===== config.mk =====
export PLATFORM = sky130hd
export DESIGN_NAME = v810_mau_arb
export DESIGN_NICKNAME = d
export VERILOG_FILES = /design/src/rtl/v810_mau_arb.sv
export SDC_FILE = /design/constraint.sdc
export NUM_CORES = 1
export LEC_CHECK = 0
export CELL_PAD_IN_SITES_DETAIL_PLACEMENT = 0
export CELL_PAD_IN_SITES_GLOBAL_PLACEMENT = 1
export CORE_MARGIN = 3
export CORE_UTILIZATION = 23
export CTS_BUF_LIST = sky130_fd_sc_hd__clkbuf_4
export CTS_CLUSTER_DIAMETER = 100
export CTS_CLUSTER_SIZE = 10
export DETAILED_ROUTE_END_ITERATION = 16
export GPL_ROUTABILITY_DRIVEN = 0
export PLACE_DENSITY = 0.86
export SKIP_CTS_REPAIR_TIMING = 1
export SLEW_MARGIN = 20
export SYNTH_ARGS = -nofsm -noshare
export SYNTH_HDL_FRONTEND = slang
export SYNTH_SLANG_ARGS = --single-unit

===== constraint.sdc =====
create_clock -name CLK -period 2.3 [get_ports CLK]
set_clock_uncertainty 0.05 [all_clocks]
set_input_delay 0.23 -clock CLK [delete_from_list [all_inputs] [get_ports CLK]]
set_output_delay 0.23 -clock CLK [all_outputs]
set_load 0.05 [all_outputs]

===== src/rtl/v810_mau_arb.sv =====
// Arbitrates fetch and data requesters onto one bus-cycle engine. Data wins ties until MAX_DRUN
// consecutive data grants have starved a pending fetch. Grant attributes are registered; ACKs pass BACK through.
module v810_mau_arb #(
  parameter int         MAX_DRUN = 4,
  parameter logic [1:0] FETCH_ST = 2'b11
) (
  input  logic        CLK,
  input  logic        RES,
  input  logic        CE,
  input  logic [31:0] IA,
  input  logic        IREQ,
  output logic        IACK,
  output logic [31:0] ID,
  input  logic [31:0] DA,
  input  logic [31:0] DD_O,
  input  logic [3:0]  DBE,
  input  logic        DWR,
  input  logic [1:0]  DST,
  input  logic        DREQ,
  output logic        DACK,
  output logic [31:0] DD_I,
  output logic [31:0] BA,
  output logic [31:0] BD_O,
  output logic [3:0]  BBE,
  output logic        BWR,
  output logic [1:0]  BST,
  output logic        BREQ,
  input  logic        BACK,
  input  logic [31:0] BD_I,
  output logic [1:0]  GNT
);

  typedef enum logic [1:0] {
    S_IDLE = 2'b00,
    S_IGNT = 2'b01,
    S_DGNT = 2'b10
  } state_t;

  localparam logic [3:0] MAX_W = 4'(MAX_DRUN);

  state_t      state_q, state_d;
  logic [2:0]  drun_q, drun_d;
  logic [31:0] ba_q, ba_d;
  logic [31:0] bd_q, bd_d;
  logic [3:0]  bbe_q, bbe_d;
  logic        bwr_q, bwr_d;
  logic [1:0]  bst_q, bst_d;
  logic        data_win, fetch_win;

  // Data has priority unless a fetch has already waited through MAX_DRUN data grants.
  assign data_win  = DREQ && (!IREQ || ({1'b0, drun_q} < MAX_W));
  assign fetch_win = IREQ && !data_win;

  always_ff @(posedge CLK or posedge RES) begin
    if (RES) begin
      state_q <= S_IDLE;
    end else if (CE) begin
      state_q <= state_d;
    end
  end

  always_comb begin
    state_d = state_q;
    case (state_q)
      S_IDLE: begin
        if (data_win) begin
          state_d = S_DGNT;
        end else if (fetch_win) begin
          state_d = S_IGNT;
        end
      end
      S_IGNT, S_DGNT: begin
        if (BACK) begin
          state_d = S_IDLE;
        end
      end
      default: state_d = S_IDLE;
    endcase
  end

  always_comb begin
    BREQ = (state_q != S_IDLE);
    IACK = (state_q == S_IGNT) && BACK;
    DACK = (state_q == S_DGNT) && BACK;
    ID   = IACK ? BD_I : 32'h0;
    DD_I = DACK ? BD_I : 32'h0;
  end

  // Attributes are sampled only at the grant decision so requester changes mid-cycle are invisible.
  always_comb begin
    drun_d = drun_q;
    ba_d   = ba_q;
    bd_d   = bd_q;
    bbe_d  = bbe_q;
    bwr_d  = bwr_q;
    bst_d  = bst_q;
    if (state_q == S_IDLE) begin
      if (data_win) begin
        ba_d  = DA;
        bd_d  = DD_O;
        bbe_d = DBE;
        bwr_d = DWR;
        bst_d = DST;
        if (IREQ) begin
          drun_d = (drun_q == 3'd7) ? 3'd7 : drun_q + 3'd1;
        end else begin
          drun_d = 3'd0;
        end
      end else if (fetch_win) begin
        ba_d   = IA;
        bd_d   = 32'h0;
        bbe_d  = 4'hF;
        bwr_d  = 1'b0;
        bst_d  = FETCH_ST;
        drun_d = 3'd0;
      end
    end
  end

  always_ff @(posedge CLK or posedge RES) begin
    if (RES) begin
      drun_q <= 3'd0;
      ba_q   <= 32'h0;
      bd_q   <= 32'h0;
      bbe_q  <= 4'h0;
      bwr_q  <= 1'b0;
      bst_q  <= 2'b00;
    end else if (CE) begin
      drun_q <= drun_d;
      ba_q   <= ba_d;
      bd_q   <= bd_d;
      bbe_q  <= bbe_d;
      bwr_q  <= bwr_d;
      bst_q  <= bst_d;
    end
  end

  assign GNT  = state_q;
  assign BA   = ba_q;
  assign BD_O = bd_q;
  assign BBE  = bbe_q;
  assign BWR  = bwr_q;
  assign BST  = bst_q;

endmodule


Word-level counts from Yosys, hierarchy flattened
Index checks and enable logic that the tools add are counted.
W data, S select, Z words.
Storage, ports and cells
  input bits: 141
  output and inout bits: 140
  bits in registers: 76
Operators by class
  magnitude comparators: 1
  equal/unequal tests: 5
  reduce and logical (&&, ||, !) cells: 13
  add/sub/neg operators: 1
  multiplexer cells: 20
Operator list (number)
  $mux W32: 6
  $mux W3: 4
  $mux W2: 5
  $mux W4: 2
  $reduce_and A3 Y1: 2
  $logic_and A1 B1 Y1: 4
  $pmux W2 S2: 1
  $reduce_bool A2 Y1: 2
  $add A3 B1 Y3 const B: 1
  $eq A3 B3 Y1 const B: 1
  $lt A3 B3 Y1 const B: 1
  $ne A3 B3 Y1 const B: 1
  $eq A2 B1 Y1 const B: 1
  $eq A2 B2 Y1 const B: 1
  $logic_not A1 Y1: 2
  $logic_not A2 Y1: 1
  $mux W1: 2
  $ne A2 B2 Y1 const B: 1
  $reduce_or A2 Y1: 1
  $logic_or A1 B1 Y1: 1

Depth between registers and ports, before layout
  depth in word-level cells: 8
  gate-level depth with buffers: 7
  depth with buffers taken out: 5

Worst setup path before layout
OpenSTA, ideal clock, no wires.
  path type: flip-flop to output port
  start: reg state_q[1] (netlist: GNT[1])
  end: out DD_I[31]
  stages on the path, launching flop included: 4
  setup slack: 395 ps
  arrival: 1625 ps
  buffers on the path: 1
  cells stage by stage: dfrtp_1 ha_1 clkbuf_1 and3_1
On the way
  longest elaborated chain between the ends: 3
RTL lines
  start: declaration: line 41  | state_t state_q, state_d;
  start signal: assignment: line 58  | state_q <= state_d;
  $eq A2 B2 Y1: line 84  | DACK = (state_q == S_DGNT) && BACK;
  $logic_and A1 B1 Y1: line 84
  $mux W32: line 86  | DD_I = DACK ? BD_I : 32'h0;
  end: declaration: line 21  | output logic [31:0] DD_I,
Every way passes these cells.

Worst setup path after layout
  start: reg state_q[0] (netlist: GNT[0])
  end: out DD_I[15]
Same word-level chain as after synthesis.

==> results.txt <==
CTS Sinks: 76
Total routed wirelength: 14.7 mm
Crit path kind: register to output port
CP peak stage delay: 0.43 ns
Synth cell types: 30
Antenna violations before repair: 2
Root buffer cell: clkbuf_4
Per-cell routed wire length: 16.9 um
Die H: 137 um
Maxcap violations: 0
Core Region: 16700 um^2
Slew @ Worst Pin: 0.597 ns
Min-Delay Path Class: primary input to async pin
WP data arrival: 1.86 ns
Dpl hpwl: 11.3 mm
Post-DR vias/cell: 4.47
Final worst path period share: 93.1%
Met1 Usage GRT: 17.4%
Die area: 18900 um^2
Post-route setup slack: 0.160 ns
Mapped cell area: 3970 um^2
H-tree levels: 3
Pin count of the biggest net entering global routing: 68
CP Cell Sequence: inv_1 -> ha_1 -> buf_4 -> and3_1 -> buf_12
Syn nets: 516
First-pass GRT wire length: 22.1 mm
GRT Total Usage: 15.2%
Initial Util: 23.7%
Max VDD drop: 0.000889 V
Post-Place Worst Slack: 0.335 ns
CTS Buffer Depth: 2
Post-route DRC: 0
Final hold violations: 0
DR pass1 iterations: 4
Crit path capture type: output port
RSZ-0062 raised after global routing: false
Port buffer count: 280
Vias in the first global route: 4123
Layout cell share with drive strength beyond 1: 24.4%
CP Launch Type: register
Final setup violation count: 0
FF+latch count, synth: 76
CTS Buf Count: 9
Period minus WS final: 2.14 ns
Post-synthesis instance total: 371
CP max-delay cell: dfrtp_1
Die W: 137 um
DR iter-0 viols: 85
CTS tree: built
TNS Setup: 0 ns
IO Pins: 281
Fmax: 0.467 GHz
Lkg Pwr: 3.32 nW
Area grow syn2layout: 95.0%
Avg Synthesized Cell Area: 10.7 um^2
Slew margin rel.: 60.2%
Worst-path fanout max: 33
Slew Limit Fails: 0
Post-synthesis sequential area ratio: 48.0%
GR Util met3: 4.67%
Power Dens Cells: 1260 nW/um^2
GR Util met2: 26.8%
CP Buf/Inv Count: 3
Rows: 47
Outcome: completed
CTS clk-pin slew, worst paths: 0.13 ns
Clock latency on the worst-skew pair: 0.45 ns
Synth Warn #: 0
Post-Layout Cell Count: 866
Global routing's busiest layer: met2
Overflow after GRT: 0
Final ANT Viol Nets: 0
Dpl cells: 848
Worst Path Required: 2.02 ns
NumNets Final: 784
CP top delay family: buffers and inverters
Vias: 3869
==> worst reg2reg max path: stages (launching register included) <==
cell     delay [ns]
dfrtp_1        0.43
inv_1          0.11
ha_1           0.35
nand3_2        0.17
a21oi_4        0.14
buf_4          0.33
a22o_1         0.21
==> state kept, by name (all words and copies together) (netlist names) <==
signal  cells
BWR         1
BBE         4
BD_O       32
BST         2
drun_q      3
BA         32
GNT         2
==> power by group <==
part           switching (W)  internal, W
clock               0.000482     0.000340
combinational        0.00411      0.00249
sequential          0.000375      0.00196
total                0.00496      0.00479
==> cells in the mapped netlist <==
cell type	instances	area, um^2
nand2b_1	1	6.26
or2b_1	1	7.51
dfrtp_1	76	1900
a21oi_2	58	508
o22a_1	6	52.6
buf_6	7	78.8
mux2_1	1	11.3
a22o_1	35	307
inv_1	4	15.0
ha_1	4	50.1
a21oi_1	7	35.0
o211ai_4	1	21.3
and3_1	64	400
a31o_1	1	8.76
nor3b_1	1	7.51
a31oi_1	2	12.5
a21o_1	1	7.51
o211a_1	1	10.0
nand2_1	33	124
a21boi_4	1	18.8
buf_4	2	15.0
buf_12	5	100
clkbuf_4	1	7.51
a21oi_4	1	16.3
a21bo_1	1	10.0
clkbuf_1	13	48.8
nor2_1	32	120
and2_1	3	18.8
buf_2	7	35.0
nand3_2	1	10.0
==> stage by stage <==
step / total power (W) / hold WS [ns] / cell area [um^2] / util (%)
floorplan: 0.00645 / 0.306 / 3970 / -
global placement: 0.00890 / 0.440 / 7580 / 45.4
detailed placement: 0.00901 / 0.443 / 7580 / 45.4
CTS: 0.00988 / 0.0576 / 7720 / 46.3
global route: 0.0102 / 0.104 / 7730 / 46.3
finish: 0.00976 / 0.0989 / 7730 / 46.3
==> metal layers <==
layer | up-vias | wire, um
met5 | - | 13
met4 | 2 | 286
met3 | 21 | 919
met2 | 137 | 7820
met1 | 1854 | 5630
li1 | 1855 | -
==> layout make-up <==
class | count | area (um^2)
multi-input combinational | 256 | 1760
tap | 220 | 275
fill | 1493 | 8970
inverter | 4 | 16.3
clock inverter | 6 | 65.1
clock buffer | 10 | 75.1
timing repair buffer | 292 | 3630
antenna | 2 | 5.00
sequential | 76 | 1900
==> path summary, 6_finish.rpt <==
check / start / end / slack [ns] / cells past startpoint
worst max-delay path: GNT[0]$_DFFE_PP0P_ / DD_I[15] / 0.16 / 5
worst min-delay path: RES / GNT[0]$_DFFE_PP0P_ / 0.1 / 2
worst max register to register: GNT[1]$_DFFE_PP0P_ / BD_O[10]$_DFFE_PP0P_ / 0.46 / 6
worst min register to register: BD_O[0]$_DFFE_PP0P_ / BD_O[0]$_DFFE_PP0P_ / 0.47 / 1
max in group asynchronous: RES / BA[28]$_DFFE_PP0P_ / 1.44 / 3
min in group CLK: IA[16] / BA[16]$_DFFE_PP0P_ / 0.26 / 3
==> cell usage in the layout (no fill, tap or decap), types with 2 or more instances in the layout <==
cell and instances:
clkdlybuf4s50_1 213, dfrtp_1 76, buf_12 72, and3_1 64
a21oi_2 58, a22o_1 35, nand2_1 33, nor2_1 32
clkbuf_4 10, a21oi_1 7, o22a_1 6, buf_4 6
ha_1 4, clkinvlp_4 4, and2_1 3, inv_1 3
diode_2 2, a31oi_1 2, clkinv_2 2
==> cells by family after synthesis <==
kind of cell | Yosys count | synth area share, %
simple gates | 136 | 17.5
buf+inv | 39 | 7.57
mux | 1 | 0.284
fa+ha+maj | 4 | 1.26
flops | 76 | 48.0
compound gates | 115 | 25.4
No activity file was read; power rests on OpenSTA's default activity.
